File: src/rtl/pwm_peripheral.sv
// -----------------------------------------------------------------------------
// pwm_peripheral
//   Drives 16 output pins from the register file written by the SPI block.
//   Each pin is either forced low, driven static high, or PWM-modulated by a
//   single shared 8-bit duty value. The duty value is captured into a shadow
//   register only at the PWM period boundary, so a mid-period write never
//   shortens or stretches the pulse in flight.
//
// Parameters
//   CLK_DIV          clk cycles per PWM counter step (>=1);
//                    one PWM period = 256*CLK_DIV clk cycles
//
// Ports
//   clk              system clock, rising edge
//   rst              synchronous, active-high reset
//   en_reg_out_7_0   output enable, pins 7..0
//   en_reg_out_15_8  output enable, pins 15..8
//   en_reg_pwm_7_0   PWM select, pins 7..0 (1 = PWM, 0 = static high)
//   en_reg_pwm_15_8  PWM select, pins 15..8
//   pwm_duty_cycle   requested duty, 0..255
//   out              registered pin drive, bit i = pin i
//   period_start     one-cycle pulse on the edge where the counter wraps
// -----------------------------------------------------------------------------
module pwm_peripheral #(
   parameter int CLK_DIV = 3000
) (
   input  logic        clk,
   input  logic        rst,
   input  logic [7:0]  en_reg_out_7_0,
   input  logic [7:0]  en_reg_out_15_8,
   input  logic [7:0]  en_reg_pwm_7_0,
   input  logic [7:0]  en_reg_pwm_15_8,
   input  logic [7:0]  pwm_duty_cycle,
   output logic [15:0] out,
   output logic        period_start
);

   localparam int PRESC_W = (CLK_DIV > 1) ? $clog2(CLK_DIV) : 1;
   localparam logic [PRESC_W-1:0] PRESC_LAST = PRESC_W'(CLK_DIV - 1);

   logic [PRESC_W-1:0] presc_q, presc_d;
   logic [7:0]         pwm_cnt_q, pwm_cnt_d;
   logic [7:0]         duty_shadow_q, duty_shadow_d;
   logic [15:0]        out_q, out_d;
   logic               period_start_q, period_start_d;

   logic               tick_s;
   logic               wrap_s;
   logic               pwm_raw_s;
   logic [15:0]        en_out_s;
   logic [15:0]        en_pwm_s;

   // Next-state logic: prescaler, step counter, duty shadow and pin drive.
   always_comb begin
      en_out_s = {en_reg_out_15_8, en_reg_out_7_0};
      en_pwm_s = {en_reg_pwm_15_8, en_reg_pwm_7_0};

      // With CLK_DIV=1 PRESC_LAST is 0 and presc never leaves 0, so tick is constant 1.
      tick_s = (presc_q == PRESC_LAST);
      wrap_s = tick_s && (pwm_cnt_q == 8'hFF);

      if (tick_s) begin
         presc_d   = '0;
         pwm_cnt_d = pwm_cnt_q + 8'd1;   // 255 -> 0 by natural 8-bit wrap
      end else begin
         presc_d   = presc_q + PRESC_W'(1);
         pwm_cnt_d = pwm_cnt_q;
      end

      if (wrap_s) begin
         duty_shadow_d = pwm_duty_cycle;
      end else begin
         duty_shadow_d = duty_shadow_q;
      end

      period_start_d = wrap_s;

      // Duty 255 is special-cased so the pin never drops for the final step.
      if (duty_shadow_q == 8'hFF) begin
         pwm_raw_s = 1'b1;
      end else begin
         pwm_raw_s = (pwm_cnt_q < duty_shadow_q);
      end

      out_d = 16'h0000;
      for (int i = 0; i < 16; i++) begin
         if (!en_out_s[i]) begin
            out_d[i] = 1'b0;
         end else if (en_pwm_s[i]) begin
            out_d[i] = pwm_raw_s;
         end else begin
            out_d[i] = 1'b1;
         end
      end
   end

   // State and output registers with synchronous reset.
   always_ff @(posedge clk) begin
      if (rst) begin
         presc_q        <= '0;
         pwm_cnt_q      <= 8'd0;
         duty_shadow_q  <= 8'd0;
         out_q          <= 16'h0000;
         period_start_q <= 1'b0;
      end else begin
         presc_q        <= presc_d;
         pwm_cnt_q      <= pwm_cnt_d;
         duty_shadow_q  <= duty_shadow_d;
         out_q          <= out_d;
         period_start_q <= period_start_d;
      end
   end

   assign out          = out_q;
   assign period_start = period_start_q;

endmodule

File: config.mk
export PLATFORM = sky130hd
export DESIGN_NAME = pwm_peripheral
export DESIGN_NICKNAME = d
export VERILOG_FILES = /design/src/rtl/pwm_peripheral.sv
export SDC_FILE = /design/constraint.sdc
export NUM_CORES = 1
export LEC_CHECK = 0
export ABC_AREA = 1
export BUFFER_PORTS_ARGS = -buffer_cell sky130_fd_sc_hd__buf_2
export CAP_MARGIN = 10
export CELL_PAD_IN_SITES_DETAIL_PLACEMENT = 0
export CELL_PAD_IN_SITES_GLOBAL_PLACEMENT = 1
export CORE_MARGIN = 4
export CORE_UTILIZATION = 36
export DETAILED_ROUTE_END_ITERATION = 10
export GPL_TIMING_DRIVEN = 0
export PLACE_DENSITY = 0.77
export SYNTH_ARGS = -nofsm -noshare
export SYNTH_HDL_FRONTEND = slang
export SYNTH_SLANG_ARGS = --single-unit
export TNS_END_PERCENT = 20
File: constraint.sdc
create_clock -name clk -period 2.1 [get_ports clk]
set_input_delay 0.21 -clock clk [delete_from_list [all_inputs] [get_ports clk]]
set_output_delay 0.21 -clock clk [all_outputs]
set_load 0.02 [all_outputs]
Yosys cells after proc, flatten, opt, wreduce, memory -nomap -nowiden --
Cells that the tools add are included.
Cells by class: add/subtract/negate cells 2, order comparisons 1, equal/unequal tests 3, muxes and demuxes 17, bitwise gates (word level) 16, reductions and logical operators 18
Operator list (number):
- 2-bit OR reduction | 17
- 1-bit two-way mux | 17
- 8-bit == test, second input constant | 2
- 1-bit NOT | 16
- 12-bit by 1-bit adder with 12-bit output, second input constant | 1
- 12-bit == test, second input constant | 1
- 8-bit by 1-bit adder with 8-bit output, second input constant | 1
- 8-bit less-than comparator | 1
- 1-bit logical AND | 1
Word-level totals: bits in registers 45, input port bits 42, output and inout bits 17, logic and storage cells 77

Logic depth before layout (Yosys ltp) --
Gate-level depths: netlist (run 1).
depth in word-level cells 3, depth in mapped cells 12, gate-level depth less buffers 11

Worst setup path before layout (run 1) --
OpenSTA, ideal clock, no wires.
path kind reg2reg, start reg pwm_cnt_q[5], end reg out_q[0], in the netlist out[0], library setup time 56 ps, data arrival time 1414 ps, data required time 2044 ps, setup slack 630 ps, cell stages (with the launch flop) 10, path buffers 1, clock period less this slack 1470 ps, cells stage by stage dfxtp_1 ha_1 a21oi_1 nor2_1 nor3_1 nand2_1 buf_4 nand3_1 nand2_1 inv_1
Between the ends: cells in the longest elaborated chain, start to end 3
Ends and longest elaborated chain:
- start: declaration | RTL line 42 | logic [7:0] pwm_cnt_q, pwm_cnt_d;
- start signal: assignment | RTL line 107 | pwm_cnt_q <= pwm_cnt_d;
- 8-bit less-than comparator | RTL line 82 | pwm_raw_s = (pwm_cnt_q < duty_shadow_q);
- 1-bit two-way mux | RTL line 79 | if (duty_shadow_q == 8'hFF) begin
- 1-bit two-way mux | RTL line 89 | end else if (en_pwm_s[i]) begin
- end signal: assignment | RTL line 109 | out_q <= out_d;
- end: declaration | RTL line 44 | logic [15:0] out_q, out_d;
Every way passes these cells. A chain may end at the register's enable or synchronous reset.

Final worst setup path (run 1) --
start reg pwm_cnt_q[1], end reg duty_shadow_q[0]
Between the ends: cells in the longest elaborated chain, start to end 2
Ends and longest elaborated chain:
- 8-bit == test | RTL line 60 | wrap_s = tick_s && (pwm_cnt_q == 8'hFF);
- 1-bit logical AND | RTL line 60
- end signal: assignment | RTL line 108 | duty_shadow_q <= duty_shadow_d;
- end: declaration | RTL line 43 | logic [7:0] duty_shadow_q, duty_shadow_d;
Every way passes these cells.

==> key figures, run 1 <==
Run status
  – Status: finished, final reports clean

Global routing
  – Global routing met3 resource utilization: between 5 and 6%
  – Number of global-route vias before repair: 1901
  – Overflow after GRT: 0
  – Global-route met1 utilization: 17.20%
  – Largest net degree at the start of global routing: 15
  – Wire length of the first global-routing pass: roughly 8 mm
  – GRT Overall Usage: 13.77%
  – Met2 routing resource usage after global routing: 21.70%
  – GR peak layer: met2
  – Number of antenna violations at the first check in global routing: 0

Power
  – Leakage power total: 1.438 nW
  – Pwr dens: 622.7 mW/mm²
  – Peak supply drop: approximately 0.25 mV

Die
  – Total core area: 0.005956 mm²
  – Starting density of the core: 37.10%
  – I/O pin count: 59
  – Number of rows created at floorplan: 28
  – Vertical extent of the die: roughly 86 µm
  – Area of the die: 0.007455 mm²
  – Die span in x: 86.35 µm

STA
  – Period minus WS final: 1.751 ns
  – Highest attainable clock frequency: 571.0 MHz
  – RSZ-0062 raised after global routing: false
  – Transition time at the pin with the least slew margin: about 0.49 ns
  – Number of pins exceeding their max-slew limit in the final report: 0
  – Final Hold Vio Count: 0
  – Worst slew margin: 67.17%
  – Final sum of negative setup slack: 0 ns
  – Final setup slack of the worst path: 0.3488 ns
  – Max Clock Skew: between 0.003 and 0.004 ns
  – Worst hold margin: roughly 0.16 ns
  – Endpoints failing setup: 0
  – Final Cycle Share: between 80% and 90%

Clock tree
  – CTS tree: yes
  – Buffer depth of the longest clock path: 2
  – Sinks on the clock net: 45
  – Clock-pin slew reported for the worst setup and hold paths after clock tree synthesis: 0.09 ns
  – Clock buffer count from CTS: 5
  – CTS H-Tree Depth: 2
  – # Post-CTS Setup Buffers: 0
  – Clock Latency Late Sink: 0.30 ns
  – Hold buffers post-CTS: 0
  – Number of gates resized after cts: 0
  – Clk Tree Root Cell: clkbuf_8

Detailed routing
  – Drt pass-1 iters: 4
  – Post-route antenna net violation count: 0
  – Drc violations: 0
  – Average detailed-routed wire length per instance: about 11 µm
  – Average via count per standard cell: about 4.4
  – WL final: 4.900 mm
  – Via total after detailed routing: roughly 2000
  – First-iteration detailed-routing DRC count: 82

Setup path
  – RR Endpoint: duty_shadow_q[0]
  – Sort of element at the end of the critical path: flop
  – Crit Path Max Fanout: 9
  – Logic depth of the worst register-to-register path: 6
  – Critical path buffers and inverters: 0
  – Worst Path Required: 2.27 ns
  – Slowest stage cell, crit path: dfxtp_1
  – Cell class contributing the biggest share of worst-path delay: simple AND/OR/NAND/NOR gates
  – Most frequent CP cell: nand2_1
  – WP data arrival: approximately 1.9 ns
  – Critical path startpoint category: flop
  – R2r startpoint: pwm_cnt_q[1]
  – Critical path cell sequence: ha_1, nand3_1, nor2_2, nand2_1, nand2_1, a21oi_1
  – Worst reg-to-reg setup slack: about 0.35 ns
  – Delay contributed by the slowest stage of the critical path: roughly 0.4 ns
  – Critical path start-end classification: reg2reg

Place
  – HPWL after detailed placement: 3.779 mm
  – Setup slack after placement: 0.3821 ns
  – Instance area at placement: approximately 0.0026 mm²
  – Placed cell count: about 450
  – Global placer's final weighted congestion: 0.7793
  – IO buf count: 58

Cells and area
  – Count of inserted antenna diode cells: 0
  – Final std cell area, no fill: 0.002714 mm²
  – Fraction of final layout cells with drive strength greater than 1: roughly 22%
  – Final Instance Count excl. Fillers: around 460
  – Area added between synthesis and finish: 22.82%
  – Net count of the finished layout: 432

Yosys
  – Total standard cell area after synthesis: 0.002210 mm²
  – Syn Nets: 367
  – Flip-flop and latch count after synthesis: between 40 and 50
  – Number of instances in the synthesized netlist: 316
  – Proportion of synthesized chip area in sequential cells: 40.77%
  – Number of unique standard cell types used by synthesis: 30
  – Synthesized area per cell: 6.992 µm²
  – Number of warnings issued by yosys: 0

Worst hold path
  – Worst min-delay path startpoint: en_reg_pwm_7_0[3]
  – WHS Path Cells: 4
  – Worst Hold Path EP: out[3]
  – Path class of the lowest-slack min-delay path: in2reg

Run
  – Number of max-cap violations: 0
metrics by stage:
stage / power (mW) / utilization (%)
finish: 1.690 / 45.57
global route: 1.768 / 45.57
global placement: 1.019 / 43.55
detailed placement: 1.021 / 43.55
floorplan: 0.9606 / -
CTS: 1.718 / 45.57
layer usage:
| metal | vias up | share of wire [%] |
|---|---|---|
| li1 | 1115 | - |
| met2 | 57 | 40 |
| met4 | 0 | 1.1 |
| met3 | 4 | 8.5 |
| met5 | - | 0 |
| met1 | 845 | 50 |
placed cells by master (no fill, tap or decap):
cell        count
a21oi_1        24
and3_2          1
buf_12          1
buf_2          60
buf_4           1
bufinv_16       1
clkbuf_1        3
clkbuf_8        6
clkinv_2        1
clkinvlp_4      1
dfxtp_1        45
ha_1            9
inv_1          61
inv_2           2
inv_4           1
nand2_1        63
nand2_2         2
nand2_4         1
nand3_1        35
nand3b_1        1
nand4_1         4
nand4_2         1
nor2_1         32
nor2_2          3
nor2_4          1
nor3_1          8
nor3_2          2
nor3b_1         2
o211ai_1        1
o21a_1          1
o21ai_0         5
xnor2_1         1
xor2_1          2
worst reg2reg max path: cells and delay by family (launching register included):
kind,cells,cell delay (ns)
simple gates,4,0.89
compound gates,1,0.06
flops,1,0.41
fa+ha+maj,1,0.26
worst max path at each step:
stage,start,depth (start not counted),endpoint,slack [ns]
after floorplan,pwm_cnt_q[5],9,out[0],0.63
after global placement,pwm_cnt_q[1],6,duty_shadow_q[7],0.37
after detailed placement,pwm_cnt_q[1],6,duty_shadow_q[0],0.38
after CTS,pwm_cnt_q[1],6,duty_shadow_q[0],0.36
after global routing,pwm_cnt_q[1],6,duty_shadow_q[2],0.14
final,pwm_cnt_q[1],6,duty_shadow_q[0],0.35
sequential cells by signal (all words and copies together), names as in the netlist:
name / cells
out: 16
presc_q: 12
duty_shadow_q: 8
pwm_cnt_q: 8
period_start: 1
cell usage after synthesis (all sizes together):
cell type,count,area (µm²)
nand4,5,37.53
clkbuf,3,11.26
ha,9,112.6
xnor2,1,8.760
dfxtp,45,900.9
o211ai,1,7.510
inv,64,242.7
o21a,1,7.510
buf,4,37.54
nor3b,2,15.01
nor3,10,60.06
nand3b,1,7.510
xor2,2,17.52
a21oi,24,120.1
and3,1,7.510
nand2,66,260.3
nand3,35,175.2
clkinv,1,5.000
nor2,36,150.2
o21ai,5,25.02
power breakdown:
part	total, mW	internal [mW]	switching [mW]
combinational	0.123	0.0563	0.0666
sequential	0.876	0.870	0.00600
clock	0.691	0.387	0.304
logic make-up (layout without fill, tap and decap cells):
logic type	count (synthesis)	count (layout)	synth area share, %
DFF	45	45	40.77
buffers and inverters	72	138	13.42
AOI/OAI and AO/OA	31	31	7.248
xor gates and xnor gates	3	3	1.189
and+or+nand+nor	156	156	32.28
adders and majority gates	9	9	5.096
area by class of cell:
cell class,instances,area (µm²)
fillers,658,3242
clock inverters,2,37.54
repair buffers,58,290.3
clock buffers,6,82.58
inverters,65,247.7
multi-input cells,199,1012
flip-flops and latches,45,900.9
well taps,75,93.84
plain buffers,7,48.80
Power figures use the tool's default switching activity.
==> inputs of run 2 (changes only) <==
- clock period: 2.1 -> 1.68 ns (I/O delays scaled with it)
==> run 2 against run 1 <==
Register-to-register slack worse by 0.18 ns. Critical path depth rose by 3. Combinational power rose by 25%. Sequential cell count is the same. Highest routed layer unchanged.
==> key figures, run 2 (synthesis results as in run 1) <==
Setup path
  – End of the critical path: out[15]
  – Worst reg-to-reg setup slack: 0.17 ns (-0.18 ns)
  – RR Endpoint: out[15]
  – Slowest stage cell, crit path: dfxtp_2
  – Number of cells on the critical path: 9 (+3)
  – Critical path startpoint category: flop
  – Delay contributed by the slowest stage of the critical path: 0.36 ns (-0.05 ns)
  – Logic depth of the worst register-to-register path: 9 (+3)
  – Critical path start-end classification: reg2reg
  – Critical path buffers and inverters: 2 (+2)
  – Critical path cell sequence: ha_1, a21oi_1, nor2_1, nor3_2, nand2_2, buf_4, nand3_1, nand2_1, inv_1
  – Crit Path Max Fanout: 6 (-3)
  – Cell class contributing the biggest share of worst-path delay: simple AND/OR/NAND/NOR gates
  – Worst Path Required: 1.93 ns (-0.34 ns)
  – WP data arrival: 1.76 ns (-0.16 ns)
  – R2r startpoint: pwm_cnt_q[5]
  – Worst setup path start: pwm_cnt_q[5]
  – Sort of element at the end of the critical path: flop

Detailed routing
  – WL final: 4.940 mm (+0.82%)
  – First-iteration detailed-routing DRC count: 80 (-2.4%)
  – Average detailed-routed wire length per instance: 10.72 µm (about the same)
  – Drc violations: 0 (unchanged)
  – Average via count per standard cell: 4.432 (+0.21%)
  – Post-route antenna net violation count: 0 (unchanged)
  – Drt pass-1 iters: 4 (unchanged)
  – Via total after detailed routing: 2043 (+1.1%)

STA
  – Final Hold Vio Count: 0 (unchanged)
  – Number of pins exceeding their max-slew limit in the final report: 0 (unchanged)
  – Transition time at the pin with the least slew margin: 0.4997 ns (+0.007225 ns)
  – Endpoints failing setup: 0 (unchanged)
  – Final Cycle Share: 89.69% (+6.3 points)
  – Max Clock Skew: 0.004162 ns (+0.0003026 ns)
  – Worst slew margin: 66.68% (-0.48 points)
  – RSZ-0062 raised after global routing: true
  – Period minus WS final: 1.507 ns (-0.2444 ns)
  – Highest attainable clock frequency: 663.7 MHz (+16%)

Place
  – Placed cell count: 449 (unchanged)
  – HPWL after detailed placement: 3.779 mm (unchanged)
  – Global placer's final weighted congestion: 0.7793 (unchanged)
  – IO buf count: 58 (unchanged)

Die
  – Starting density of the core: 37.10% (unchanged)
  – I/O pin count: 59 (unchanged)
  – Area of the die: 0.007455 mm² (unchanged)
  – Vertical extent of the die: 86.35 µm (unchanged)
  – Die span in x: 86.35 µm (unchanged)
  – Number of rows created at floorplan: 28 (unchanged)
  – Total core area: 0.005956 mm² (unchanged)

Clock tree
  – Clock Latency Late Sink: 0.30 ns (about the same)
  – Clk Tree Root Cell: clkbuf_8
  – Buffer depth of the longest clock path: 2 (unchanged)
  – Hold buffers post-CTS: 0 (unchanged)
  – Clock-pin slew reported for the worst setup and hold paths after clock tree synthesis: 0.09 ns (about the same)
  – Clock buffer count from CTS: 5 (unchanged)
  – CTS tree: yes
  – CTS H-Tree Depth: 2 (unchanged)
  – Sinks on the clock net: 45 (unchanged)

Cells and area
  – Net count of the finished layout: 436 (+0.93%)
  – Count of inserted antenna diode cells: 0 (unchanged)
  – Area added between synthesis and finish: 25.20%
  – Final Instance Count excl. Fillers: 461 (+0.88%)
  – Largest register FFs: 16 (unchanged)
  – Leading cell types in the layout, fill and taps excluded: inv_1 (61), nand2_1 (61), buf_2 (60), dfxtp_1 (42), nand3_1 (35)
  – Fraction of final layout cells with drive strength greater than 1: 24.61% (+2.4 points)

Run
  – Number of max-cap violations: 0 (unchanged)

Global routing
  – GRT Overall Usage: 13.79% (+0.020 points)
  – Wire length of the first global-routing pass: 8.259 mm (+0.17%)
  – Number of antenna violations at the first check in global routing: 0 (unchanged)
  – Number of global-route vias before repair: 1904 (+0.16%)
  – Overflow after GRT: 0 (unchanged)
  – Largest net degree at the start of global routing: 15 (unchanged)

Power
  – Leakage power total: 1.463 nW (+1.7%)
  – Post-route total power: 2.114 mW (+25%)
  – Peak supply drop: 0.3076 mV (+25%)
  – Pwr dens: 764.3 mW/mm² (+23%)

Worst hold path
  – Path class of the lowest-slack min-delay path: in2reg

Run status
  – Status: finished, final reports clean
==> run 2: layout make-up <==
| cell class | count | area (µm²) |
|---|---|---|
| fill | 649 | 3189 |
| multi-input combinational | 199 | 1027 |
| sequential | 45 | 904.6 |
| timing repair buffer | 62 | 320.3 |
| inverter | 65 | 247.7 |
| tap | 75 | 93.84 |
| clock buffer | 6 | 82.58 |
| buffer | 7 | 52.55 |
| clock inverter | 2 | 37.54 |
==> run 2: worst min-delay path by stage <==
stage	cells after the start	slack (ns)	to	startpoint
3_3_place_gp	4	0.43	out[9]	en_reg_pwm_15_8[1]
4_1_cts	4	0.11	out[3]	en_reg_pwm_7_0[3]
3_5_place_dp	4	0.44	out[3]	en_reg_pwm_7_0[3]
6_report	4	0.12	out[3]	en_reg_pwm_7_0[3]
5_1_grt	4	0.13	out[3]	en_reg_pwm_7_0[3]
2_1_floorplan	3	0.33	out[0]	en_reg_pwm_7_0[0]
==> run 2: repair_timing <==
action	4_1_cts	5_1_grt
pin swaps	0	2
gates resized for setup	2	7
setup buffers	0	4
endpoints found under the setup margin	18	25
==> run 2: metrics by stage <==
step / worst slack [ns] / cell area (µm²) / hold WS (ns) / util, % / TNS, ns
final: 0.1732 / 2766 / 0.1225 / 46.45 / 0
after global routing: -0.01154 / 2766 / 0.1257 / 46.45 / -0.01168
after CTS: 0.008229 / 2720 / 0.1108 / 45.67 / 0
after detailed placement: -0.03794 / 2594 / 0.4408 / 43.55 / -0.4031
after global placement: -0.04622 / 2594 / 0.4337 / 43.55 / -0.4263
after floorplan: 0.2098 / 2210 / 0.3300 / - / 0
==> run 2: report_power, final <==
part           total, mW  leakage [nW]  switching (mW)  internal, mW
clock network      0.866        0.0574           0.382         0.484
registers           1.09         0.367         0.00749          1.09
logic              0.154          1.04          0.0834        0.0704
total               2.11          1.46           0.473          1.64
==> run 2: per-layer routing <==
metal | vias to the layer above | routed length [µm] | part of all wire, % | track usage [%]
met4 | 0 | 57 | 1.2 | 4.674
li1 | 1122 | - | - | -
met1 | 863 | 2438 | 49 | 17.26
met5 | - | 0 | 0 | 0
met2 | 54 | 2021 | 41 | 21.70
met3 | 4 | 422 | 8.5 | 5.323
==> run 2: worst register-to-register path: cells and delay by family (launching register included) <==
kind / cells / cell delay [ns]
AND/OR/NAND/NOR: 5 / 0.41
adder cells (fa/ha/maj): 1 / 0.31
AO/OA/AOI/OAI: 1 / 0.16
buffers and inverters: 2 / 0.20
flip-flops: 1 / 0.36
